**config.mk**
```make
export PLATFORM = sky130hd
export DESIGN_NAME = period_timer
export DESIGN_NICKNAME = d
export VERILOG_FILES = /design/src/rtl/timer_pkg.sv /design/src/rtl/tick_prescaler.sv /design/src/rtl/period_timer.sv
export SDC_FILE = /design/constraint.sdc
export NUM_CORES = 1
export LEC_CHECK = 0
export ABC_AREA = 1
export CAP_MARGIN = 20
export CELL_PAD_IN_SITES_DETAIL_PLACEMENT = 0
export CELL_PAD_IN_SITES_GLOBAL_PLACEMENT = 2
export CORE_UTILIZATION = 34
export DETAILED_ROUTE_END_ITERATION = 8
export PLACE_DENSITY = 0.91
export SYNTH_ARGS = -nofsm -noshare
export SYNTH_HDL_FRONTEND = slang
export SYNTH_SLANG_ARGS = --single-unit
```
**constraint.sdc**
```tcl
create_clock -name clk_in -period 5.3 [get_ports clk_in]
set_clock_uncertainty 0.1 [all_clocks]
set_input_delay 1.06 -clock clk_in [delete_from_list [all_inputs] [get_ports clk_in]]
set_output_delay 1.06 -clock clk_in [all_outputs]
set_load 0.005 [all_outputs]
```
**src/rtl/timer_pkg.sv**
```systemverilog
// ---------------------------------------------------------------------------
// timer_pkg
// Shared types and helpers for the period_timer block.
//   timer_state_t  : controller state (idle, running, one-shot finished)
//   restart_state(): state entered after reset or a synchronous clear
// ---------------------------------------------------------------------------
package timer_pkg;

  typedef enum logic [1:0] {
    T_IDLE = 2'd0,
    T_RUN  = 2'd1,
    T_DONE = 2'd2
  } timer_state_t;

  // With auto-start enabled, periodic mode comes out of reset/clear already
  // counting. One-shot mode always waits for an explicit start.
  function automatic timer_state_t restart_state(input logic auto_start,
                                                 input logic oneshot);
    return (auto_start && !oneshot) ? T_RUN : T_IDLE;
  endfunction

endpackage

```
**src/rtl/tick_prescaler.sv**
```systemverilog
// ---------------------------------------------------------------------------
// tick_prescaler
// Divides enabled clock cycles by div_in+1 and flags the cycle on which the
// main counter should advance.
//   clk_in   in  1      clock, posedge
//   rst_in   in  1      synchronous reset, active low
//   run      in  1      main timer is in its running state
//   en       in  1      advance enable; 0 freezes the divider
//   clr      in  1      synchronous restart of the divider (clear or start)
//   div_in   in  PRE_W  divide ratio minus one (shadowed value)
//   step_out out 1      high on the enabled cycle that completes a division
// ---------------------------------------------------------------------------
module tick_prescaler #(
  parameter int PRE_W = 16
) (
  input  logic             clk_in,
  input  logic             rst_in,
  input  logic             run,
  input  logic             en,
  input  logic             clr,
  input  logic [PRE_W-1:0] div_in,
  output logic             step_out
);

  logic [PRE_W-1:0] pre_cnt;

  // The step is the last cycle of each division; a divide value of zero
  // therefore steps on every enabled cycle.
  assign step_out = run && en && (pre_cnt == div_in);

  // Divider count. It sits at zero whenever the timer is not running so a
  // fresh run always starts a full division. div_in only changes while the
  // count is zero, so pre_cnt can never run past it.
  always_ff @(posedge clk_in) begin
    if (!rst_in || clr || !run) begin
      pre_cnt <= '0;
    end else if (en) begin
      pre_cnt <= step_out ? '0 : pre_cnt + 1'b1;
    end
  end

endmodule

```
**src/rtl/period_timer.sv**
```systemverilog
// ---------------------------------------------------------------------------
// period_timer
// Programmable period counter with prescaler, one-shot/periodic modes and a
// single-cycle tick on every wrap. Period and prescale are shadowed so a
// running period is never disturbed by new input values.
//   clk_in      in  1      clock, posedge
//   rst_in      in  1      synchronous reset, active low
//   en_in       in  1      advance enable; 0 freezes counters, no tick
//   start_in    in  1      start / restart request
//   clear_in    in  1      synchronous clear to the restart state
//   oneshot_in  in  1      mode, captured on reset/clear/start (1 = one-shot)
//   period_in   in  WIDTH  counts per period (0 behaves as 1)
//   prescale_in in  PRE_W  steps every prescale_in+1 enabled cycles
//   count_out   out WIDTH  current count, 0..period-1
//   tick_out    out 1      one-cycle pulse on each wrap
//   busy_out    out 1      running
//   done_out    out 1      one-shot finished
// ---------------------------------------------------------------------------
module period_timer
  import timer_pkg::*;
#(
  parameter int WIDTH      = 32,
  parameter int PRE_W      = 16,
  parameter bit AUTO_START = 1'b1
) (
  input  logic             clk_in,
  input  logic             rst_in,
  input  logic             en_in,
  input  logic             start_in,
  input  logic             clear_in,
  input  logic             oneshot_in,
  input  logic [WIDTH-1:0] period_in,
  input  logic [PRE_W-1:0] prescale_in,
  output logic [WIDTH-1:0] count_out,
  output logic             tick_out,
  output logic             busy_out,
  output logic             done_out
);

  localparam logic [WIDTH-1:0] PERIOD_ONE = WIDTH'(1);

  timer_state_t     state_q, state_d;
  logic [WIDTH-1:0] count_q, count_d;
  logic             tick_q, tick_d;
  logic [WIDTH-1:0] period_q;
  logic [PRE_W-1:0] prescale_q;
  logic             mode_q;
  logic             load_shadow;
  logic             load_mode;
  logic             step;
  logic             wrap;

  tick_prescaler #(
    .PRE_W (PRE_W)
  ) u_prescaler (
    .clk_in   (clk_in),
    .rst_in   (rst_in),
    .run      (state_q == T_RUN),
    .en       (en_in),
    .clr      (clear_in | start_in),
    .div_in   (prescale_q),
    .step_out (step)
  );

  // Periods of 0 and 1 wrap on every step; the subtraction is only
  // meaningful for larger periods, where it cannot underflow.
  assign wrap = (period_q <= PERIOD_ONE) || (count_q == period_q - PERIOD_ONE);

  // Next-state logic. Clear beats start, start beats stepping. Outside RUN
  // the count is held at zero and the shadows follow the inputs every cycle.
  always_comb begin
    state_d     = state_q;
    count_d     = count_q;
    tick_d      = 1'b0;
    load_shadow = 1'b0;
    load_mode   = 1'b0;
    if (clear_in) begin
      state_d     = restart_state(AUTO_START, oneshot_in);
      count_d     = '0;
      load_shadow = 1'b1;
      load_mode   = 1'b1;
    end else if (start_in) begin
      state_d     = T_RUN;
      count_d     = '0;
      load_shadow = 1'b1;
      load_mode   = 1'b1;
    end else begin
      case (state_q)
        T_RUN: begin
          if (step) begin
            if (wrap) begin
              count_d     = '0;
              tick_d      = 1'b1;
              load_shadow = 1'b1;
              if (mode_q) begin
                state_d = T_DONE;
              end
            end else begin
              count_d = count_q + PERIOD_ONE;
            end
          end
        end
        T_IDLE, T_DONE: begin
          count_d     = '0;
          load_shadow = 1'b1;
        end
        default: begin
          state_d     = T_IDLE;
          count_d     = '0;
          load_shadow = 1'b1;
        end
      endcase
    end
  end

  // Controller state, main count and tick. Reset lands in the same place a
  // clear does.
  always_ff @(posedge clk_in) begin
    if (!rst_in) begin
      state_q <= restart_state(AUTO_START, oneshot_in);
      count_q <= '0;
      tick_q  <= 1'b0;
    end else begin
      state_q <= state_d;
      count_q <= count_d;
      tick_q  <= tick_d;
    end
  end

  // Period/prescale shadows: only reloaded at period boundaries or while
  // not counting, so a mid-period edit takes effect at the next wrap.
  always_ff @(posedge clk_in) begin
    if (!rst_in || load_shadow) begin
      period_q   <= period_in;
      prescale_q <= prescale_in;
    end
  end

  // Mode is latched only when a new run is armed, never at a wrap.
  always_ff @(posedge clk_in) begin
    if (!rst_in || load_mode) begin
      mode_q <= oneshot_in;
    end
  end

  assign count_out = count_q;
  assign tick_out  = tick_q;
  assign busy_out  = (state_q == T_RUN);
  assign done_out  = (state_q == T_DONE);

endmodule

```
==> results.txt, run 1 <==
----------------------------------------------------
[Logic synthesis]
  Area fraction of the dominant cell type after synthesis ... 26.0%
  Syn. warnings ... 0
  Flip-flop and latch count after synthesis ... 100
  Post-Synthesis Mean Instance Area ... 7.47 um^2
  Syn Nets ... 845
  Register area share after synthesis ... 42.7%
  Leading cell types by total area after synthesis ... edfxtp_1, dfxtp_1, nand2_1
  Cell type with the largest total area after synthesis ... edfxtp_1
  Cell Area, Synth ... 0.00588 mm^2
  Cell variety after synth ... 37
  Synth Instances ... 787

[Clocking]
  Cell chosen for the clock root ... clkbuf_16
  Total number of H-tree levels ... 3
  # hold bufs at CTS ... 0
  Number of clock buffers inserted by TritonCTS ... 9
  Insertion delay of the later-clocked pin in the worst-skew pair ... 0.36 ns
  Sinks on Clock Net ... 100
  Clock-pin transition on the worst setup and hold timing paths ... 0.08 ns
  Post-CTS Setup Inserts ... 0
  Count of instances resized after the clock tree is built ... 0
  Maximum buffer depth of the clock tree ... 2
  CTS tree ... yes

[Worst hold path]
  Worst hold path type ... reg -> reg

[Pwr]
  Switching Share ... 25.7%
  Clock network fraction of design power ... 39.4%
  Sw power ... 0.434 mW
  Share of total power in combinational logic ... 8.9%
  Internal power ... 1.25 mW
  Tot Pwr ... 1.69 mW
  Standby leakage power ... 2.76 nW
  Sequential fraction of design power ... 51.6%
  Power density of the placed cells ... 231 mW/mm^2
  Peak VDD IR ... 0.144 mV

[Final layout]
  Most common cell after layout, fill and taps aside ... nand2_1
  Final-layout fill cell count ... 1729
  Number of non-filler instances in the completed layout ... 1109
  Diode count ... 0
  Layout area overhead ... 24.1%
  Proportion of layout cells with a drive suffix above 1 ... 8.44%
  Fin nets ... 942
  Most frequent cells in the layout ... nand2_1, nor2_1, inv_1
  Cell area after layout ... 0.00730 mm^2

[Timing]
  RSZ-0062 raised after global routing ... false
  Post-layout worst setup margin ... 1.91 ns
  Setup-failing EPs final ... 0
  Final TNS setup ... 0 ns
  Crit path time final ... 3.39 ns
  Count of final hold-check violations ... 0
  Least-Margin Pin Slew ... 0.993 ns
  Final Slew Violations ... 0
  Remaining max-slew budget at the tightest pin ... 33.8%
  Max Clock Freq ... 295 MHz
  Final period utilization ... 64.0%

[Worst setup path]
  Startpoint types ... flop
  Series of cell instances along the critical path ... inv_1, ha_1, nand2_4, nor2_4, nand2_2, o21bai_1, nand2_1, nand2_1, nand4_1, nor2_1, nand2_1, nand2_1, nand2_2, nand2_4, buf_4, nor2_1
  Cell mode on critical path ... nand2_1
  Critical path's slowest cell ... nand2_4
  Class of the most critical setup path ... reg -> reg
  Critical path's largest stage delay ... 0.72 ns
  Crit Path Max Fanout ... 71
  Required time of the critical path ... 5.45 ns
  Data arrival time at the worst-slack endpoint ... 3.55 ns
  Endpoint kind of the worst setup timing path ... flop

[Detailed routing]
  DR vias/cell ... 4.57
  Drc violations ... 0
  TritonRoute pass-1 iters ... 4
  Total number of vias ... 5066
  Violation count after the first detailed-routing iteration ... 227
  DRT antenna net count ... 0
  Total wire length after detailed routing ... 15700 um
  Routed wire length per instance ... 14.1 um

[Place]
  Instance area at placement ... 0.00700 mm^2
  DP Worst Slack ... 1.44 ns
  Port buffer count ... 88
  Routability Congestion ... 0.869
  Half-perimeter wire length of the detailed placement result ... 12400 um
  Placed Cells ... 1093

[Floorplan]
  Core box area ... 0.0168 mm^2
  Die outline width ... 134 um
  Starting density of the core ... 35.1%
  Die area ... 0.0178 mm^2
  Die Ht ... 134 um
  Top-Level Pins ... 89
  Std cell rows ... 47

[Global route]
  First-pass GRT wire length ... 26200 um
  Remaining global-route overflow ... 0
  Global-route usage over all layers ... 19.0%
  Antenna violations before repair ... 0
  Number of global-route vias before repair ... 5050
  Pin count of the biggest net entering global routing ... 72

[Status]
  Outcome ... finished, final reports clean

[Job]
  Max capacitance violation total ... 0

----------------------------------------------------
-- cell families after synthesis --
family          after synthesis  synth area share, %
simple gates                484                 37.1
buf+inv                     108                 7.64
flops                       100                 42.7
xor+xnor                     55                 8.19
compound gates               35                 3.36
fa+ha+maj                     4                0.851
mux                           1                0.170
-- synth_stat cells (all sizes together) --
cell      n
a211oi    3
a21oi     8
and3      1
buf       3
clkbuf    2
dfxtp    49
edfxtp   51
ha        4
inv     103
mux2i     1
nand2   217
nand3    38
nand3b    8
nand4    19
nor2    175
nor3     15
nor3b     1
nor4      5
o2111a    1
o21a      1
o21ai    18
o21bai    1
o22ai     3
or2       5
xnor2    21
xor2     34
-- worst max-delay path, delay by kind of cell (launching register included) --
kind	cells	cell delay, ns
AOI/OAI and AO/OA	1	0.18
buffers and inverters	2	0.42
DFF	1	0.39
and+or+nand+nor	12	1.91
adders and majority gates	1	0.27
-- final cells by class --
class / instances / area, um^2 / area share, %
Multi-Input combinational cell: 579 / 2920 / 40.0
Sequential cell: 100 / 2510 / 34.4
Timing Repair Buffer: 91 / 903 / 12.4
Inverter: 103 / 387 / 5.30
Tap cell: 220 / 275 / 3.77
Clock buffer: 9 / 225 / 3.09
Clock inverter: 7 / 75.1 / 1.03
-- state kept, by name, summed over array words and instances (netlist names) --
register and count:
prescale_q 16, count_out 32, tick_out 1, mode_q 1, state_q 2, period_q 32, u_prescaler.pre_cnt 16
-- stage by stage --
step                util [%]  hold WS [ns]
detailed placement      41.7         0.398
CTS                     43.5         0.411
global route            43.5         0.447
global placement        41.7         0.402
floorplan                  -         0.369
finish                  43.5         0.407
-- final timing paths --
kind	startpoint	end	slack, ns	depth (start not counted)
setup / recovery	period_q[0]$_DFFE_PP_	count_out[31]$_SDFFE_PP0P_	1.91	16
hold reg to reg	u_prescaler.pre_cnt[0]$_SDFFE_PP0P_	u_prescaler.pre_cnt[0]$_SDFFE_PP0P_	0.41	2
hold / removal	u_prescaler.pre_cnt[0]$_SDFFE_PP0P_	u_prescaler.pre_cnt[0]$_SDFFE_PP0P_	0.41	2
setup reg to reg	period_q[0]$_DFFE_PP_	count_out[31]$_SDFFE_PP0P_	1.91	16
-- power by group through the flow --
stage,Combinational [mW],Sequential (mW),Clock [mW]
finish,0.151,0.872,0.665
global route,0.172,0.877,0.714
CTS,0.153,0.872,0.686
detailed placement,0.152,0.889,0
global placement,0.152,0.890,0
floorplan,0.0898,0.879,0
-- per-layer routing --
metal	track usage (%)	wire, um	part of all wire [%]	vias to the layer above
li1	-	-	-	2688
met1	25.3	7580	48	2277
met2	31.5	7320	47	89
met3	3.42	598	3.8	12
met4	5.49	203	1.3	0
met5	0	0	0	-
Note: power is estimated with default switching activity, not from simulation.
==> run 2, diff against run 1 <==
Settings changed: CORE_UTILIZATION 34 to 28, PLACE_DENSITY 0.91 to 0.8.
Clock period 5.3 ns to 2.9 ns, I/O delays scaled along.
==> results.txt, run 2 (same netlist as run 1, synthesis figures left out) <==
----------------------------------------------------
[Global route]
  Pin count of the biggest net entering global routing ... 22 (-69%)
  Antenna violations before repair ... 0 (unchanged)
  First-pass GRT wire length ... 26800 um (+2.1%)
  Global-route usage over all layers ... 16.3% (-2.8 points)
  Remaining global-route overflow ... 0 (unchanged)
  Number of global-route vias before repair ... 5129 (+1.6%)

[Floorplan]
  Top-Level Pins ... 89 (unchanged)
  Die outline width ... 147 um (+10%)
  Core box area ... 0.0204 mm^2 (+22%)
  Std cell rows ... 52 (+11%)
  Die area ... 0.0216 mm^2 (+21%)
  Starting density of the core ... 28.8% (-6.3 points)
  Die Ht ... 147 um (+10%)

[Worst setup path]
  Startpoint types ... flop
  CP Launch Point ... period_q[12]$_DFFE_PP_
  Crit Path Max Fanout ... 21 (-70%)
  Data arrival time at the worst-slack endpoint ... 2.66 ns (-0.89 ns)
  Endpoint kind of the worst setup timing path ... flop
  FF-to-FF path depth ... 15 (-1)
  Required time of the critical path ... 2.86 ns (-2.59 ns)
  Launch point of the worst reg-to-reg path ... period_q[12]$_DFFE_PP_
  Class of the most critical setup path ... reg -> reg

[Place]
  Half-perimeter wire length of the detailed placement result ... 13600 um (+10%)
  DP Worst Slack ... -0.0191 ns (-1.46 ns)
  Port buffer count ... 88 (unchanged)
  Routability Congestion ... 0.808 (-7.1%)

[Final layout]
  Proportion of layout cells with a drive suffix above 1 ... 14.0% (+5.6 points)
  Final-layout fill cell count ... 2166 (+25%)
  Fin nets ... 982 (+4.2%)
  Most frequent cells in the layout ... nand2_1, nor2_1, inv_1
  Diode count ... 0 (unchanged)
  Area of combinational cells with multiple inputs ... 0.00298 mm^2 (+2.1%)
  FF/Latch Area ... 0.00251 mm^2 (unchanged)
  Most common cell after layout, fill and taps aside ... nand2_1
  Layout area overhead ... 32.2%

[Pwr]
  Standby leakage power ... 3.01 nW (+8.8%)
  Peak VDD IR ... 0.272 mV (+88%)
  Power density of the placed cells ... 404 mW/mm^2 (+75%)

[Timing]
  Setup-failing EPs final ... 0 (unchanged)
  Crit path time final ... 2.70 ns (-0.693 ns)
  Least-Margin Pin Slew ... 0.430 ns (-0.563 ns)
  Count of final hold-check violations ... 0 (unchanged)
  Remaining max-slew budget at the tightest pin ... 71.1% (+37 points)
  Post-layout worst setup margin ... 0.199 ns (-1.71 ns)
  Final TNS setup ... 0 ns (unchanged)
  Final Slew Violations ... 0 (unchanged)
  Final period utilization ... 93.2% (+29 points)
  RSZ-0062 raised after global routing ... false
  Max Clock Freq ... 370 MHz (+26%)

[Detailed routing]
  TritonRoute pass-1 iters ... 4 (unchanged)
  DR vias/cell ... 4.34 (-4.9%)
  DRT antenna net count ... 0 (unchanged)
  Total number of vias ... 5207 (+2.8%)
  Drc violations ... 0 (unchanged)
  Violation count after the first detailed-routing iteration ... 188 (-17%)
  Routed wire length per instance ... 14.3 um (+0.76%)
  Total wire length after detailed routing ... 17100 um (+8.9%)

[Clocking]
  Maximum buffer depth of the clock tree ... 2 (unchanged)
  Insertion delay of the later-clocked pin in the worst-skew pair ... 0.36 ns (about the same)
  Clock-pin transition on the worst setup and hold timing paths ... 0.08 ns (about the same)
  CTS tree ... yes
  Number of clock buffers inserted by TritonCTS ... 9 (unchanged)
  Sinks on Clock Net ... 100 (unchanged)
  # hold bufs at CTS ... 0 (unchanged)
  Cell chosen for the clock root ... clkbuf_16
  Total number of H-tree levels ... 3 (unchanged)

[Status]
  Outcome ... finished, final reports clean

[Worst hold path]
  Hold depth ... 2 (unchanged)
  Worst hold path type ... reg -> reg
  Hold path start ... u_prescaler.pre_cnt[0]$_SDFFE_PP0P_

[Job]
  Max capacitance violation total ... 0 (unchanged)

----------------------------------------------------
-- run 2: area by class of cell --
cell class | instances | share of cell area (%)
Inverter | 103 | 4.97
Clock inverter | 7 | 0.917
Multi-Input combinational cell | 580 | 38.4
Sequential cell | 100 | 32.3
Tap cell | 270 | 4.35
Clock buffer | 9 | 2.90
Timing Repair Buffer | 130 | 16.2
-- run 2: critical path: stages (launching register included) --
cell and delay (ns):
edfxtp_1 0.48, nor2_1 0.18, nand2_1 0.11, nor2_2 0.18
nand2_4 0.09, nor2_2 0.14, xor2_1 0.20, nand2_1 0.08
nor2_1 0.10, nand2_1 0.06, nor2_1 0.10, nand2_1 0.06
nand2_1 0.07, nand2_2 0.10, nand2_4 0.16, buf_12 0.18
-- run 2: what timing repair did --
item	4_1_cts	5_1_grt
gates cloned	0	1
gates resized for setup	1	17
endpoints found under the setup margin	44	80
setup buffers	0	14
pin swaps	0	3
-- run 2: worst paths after layout --
check / endpoint / slack [ns]
worst max-delay path: period_q[12]$_DFFE_PP_ / 0.20
worst min-delay path: u_prescaler.pre_cnt[0]$_SDFFE_PP0P_ / 0.40
worst max register to register: period_q[12]$_DFFE_PP_ / 0.20
worst min register to register: u_prescaler.pre_cnt[0]$_SDFFE_PP0P_ / 0.40
-- run 2: where the power goes --
group,total [mW],switching (mW),internal [mW]
combinational,0.320,0.155,0.164
sequential,1.59,0.0497,1.54
clock,1.23,0.617,0.615
total,3.14,0.822,2.32
-- run 2: metrics by stage --
stage               power, mW  hold slack, ns  area (um^2)  util [%]  std cells
floorplan                1.77           0.369         5880         -        787
global placement         1.92           0.405         7310      35.8       1168
detailed placement       1.92           0.399         7310      35.8       1168
CTS                      3.18           0.411         7610      37.2       1184
global route             3.27           0.462         7770      38.1       1199
finish                   3.14           0.402         7770      38.1       1199
-- run 2: routing by layer --
layer  GRT usage [%]  vias to the layer above  wire length (um)
met5               0                        -                 0
met4            5.00                        0               303
met3            2.98                       16               652
met2            26.9                       90              7890
met1            21.6                     2328              8250
li1                -                     2773                 -
==> RTL edit, RTL diff (settings of run 2) <==
`WIDTH`: 32 -> 40.
--- a/src/rtl/period_timer.sv
+++ b/src/rtl/period_timer.sv
@@ -19,7 +19,7 @@
 module period_timer
   import timer_pkg::*;
 #(
-  parameter int WIDTH      = 32,
+  parameter int WIDTH      = 40,
   parameter int PRE_W      = 16,
   parameter bit AUTO_START = 1'b1
 ) (
Interface: changed (resized count_out and period_in); port bits go from 89 to 105. No check against the original RTL was run, so the function may have changed too.
==> RTL edit against run 2 <==
Sequential power is 16% higher; power grew 43%; combinational power increased by 52%; area after synthesis rose by 25%; sequential cell count grew 16; first-iteration DRC count increased by 89%; design area up 40%; wire length is 43% higher; setup slack worse by 0.18 ns; sequential share of layout area is 5.5 points lower.
==> RTL edit: results (changes against run 2) <==
* Post-DR wirelength/cell at 15.5 µm (+8.8%)
* Tapcells inserted at 335 (+24%)
* Filler Cell Count at 2644 (+22%)
* Commonest cells in the netlist: 261 x sky130_fd_sc_hd__nand2_1, 131 x sky130_fd_sc_hd__nor2_1, 118 x sky130_fd_sc_hd__inv_1
* Outcome: finished, final reports clean
* Dpl cells at 1508 (+29%)
* Half-perimeter wire length after placement at 19500 µm (+43%)
* Static leakage power at 4.45 nW (+48%)
* Worst rel slew slack at 57.3% (-14 points)
* Maximum cell stage delay along the critical path at 0.43 ns (-0.05 ns)
* Non-clock buffer share of cell area at 21.3% (+5.1 points)
* Multi-Input Combinational at 708 (+22%)
* Met2 WL post-DR at 11500 µm (+45%)
* All-Layer GR Usage at 18.2% (+1.9 points)
* DP Area at 9660 µm² (+32%)
* Drt via density at 4.35 (about the same)
* WP data arrival at 2.87 ns (+0.21 ns)
* Source of the worst hold timing path: u_prescaler.pre_cnt[10]
* Critical Path Fanout Max at 4 (-81%)
* First-pass GRT wire length at 36300 µm (+35%)
* Total wire length after detailed routing at 24400 µm (+43%)
* Met1 Wirelength at 11600 µm (+40%)
* Number of global-route vias before repair at 6560 (+28%)
* Hold worst-path end: u_prescaler.pre_cnt[10]
* Start point of the critical path: period_q[19]
* Met3 capacity usage during global routing at 3.46% (+0.48 points)
* Fraction of area in registers at 26.8% (-5.5 points)
* Cell count of the worst reg-to-reg path at 17 (+2)
* Number of standard cells after synthesis at 965 (+23%)
* Net count after synthesis at 1031 (+22%)
* Count of unique library cells instantiated by Yosys at 41 (+11%)
* Fin Hold WS at 0.421 ns (+0.0192 ns)
* Setup Fix Bufs, Post-CTS at 2 (+2)
* Layout clock buffers at 17 (+8)
* Met1 routing resource usage after global routing at 24.3% (+2.8 points)
* Compound-gate portion of the synthesized area at 2.46% (-0.90 points)
* FFs & Latches at 116 (+16%)
* Adder and majority gate portion of the synthesized area at 0.679% (-0.17 points)
* Power per cell area at 413 nW/µm² (+2.1%)
* Sequential-to-total area share from yosys stat at 39.5% (-3.2 points)
* Worst hold path cell count at 2 (unchanged)
* Number of enable flip-flop cells after synthesis at 59 (+16%)
* Grt met2 use at 29.9% (+3.0 points)
* Number of DRC violations after detailed-routing iteration 0 at 355 (+89%)
* Inverters, non-clock at 135 (+31%)
* Peak supply drop at 0.322 mV (+19%)
* Multiplexer area fraction after synthesis at 0% (-0.17 points)
* Fraction of standard cell area in multi-input logic at 37.8% (-0.51 points)
* Number of buffers added on ports at 104 (+18%)
* Worst r2r dst: state_q[0]
* Clock network area share at 5.52% (+1.7 points)
* Placement Setup Slack at -0.159 ns (-0.140 ns)
* Pin count of the biggest net entering global routing at 25 (+14%)
* Net count of the finished layout at 1290 (+31%)
* Largest cells by area after synthesis: sky130_fd_sc_hd__edfxtp_1 24%, sky130_fd_sc_hd__dfxtp_1 15%, sky130_fd_sc_hd__nand2_1 13%
## RTL edit: cell types whose count changed in the layout (fill, tap and decap cells not counted), moves of 14 or more
cell	run 2	this run
sky130_fd_sc_hd__nand2_1	208	243
sky130_fd_sc_hd__buf_4	37	122
sky130_fd_sc_hd__nor2_4	8	62
sky130_fd_sc_hd__clkdlybuf4s50_1	88	104
sky130_fd_sc_hd__nand3_1	35	49
sky130_fd_sc_hd__nand2_2	5	23
sky130_fd_sc_hd__inv_1	98	116
sky130_fd_sc_hd__nor2_1	128	108
## RTL edit: worst max path at each step
stage,end,slack (ns),cells past startpoint
3_3_place_gp,state_q[0],-0.14,16
5_1_grt,state_q[1],-0.1,15
6_report,state_q[0],0.01,17
4_1_cts,period_q[8],0.02,16
3_5_place_dp,count_out[38],-0.16,14
2_1_floorplan,period_q[0],0.22,17
## RTL edit: where the power goes
group          internal, mW  switching [mW]  total [mW]
registers              1.79          0.0617        1.85
logic                 0.257           0.230       0.487
clock network          1.17           0.977        2.15
total                  3.21            1.27        4.48
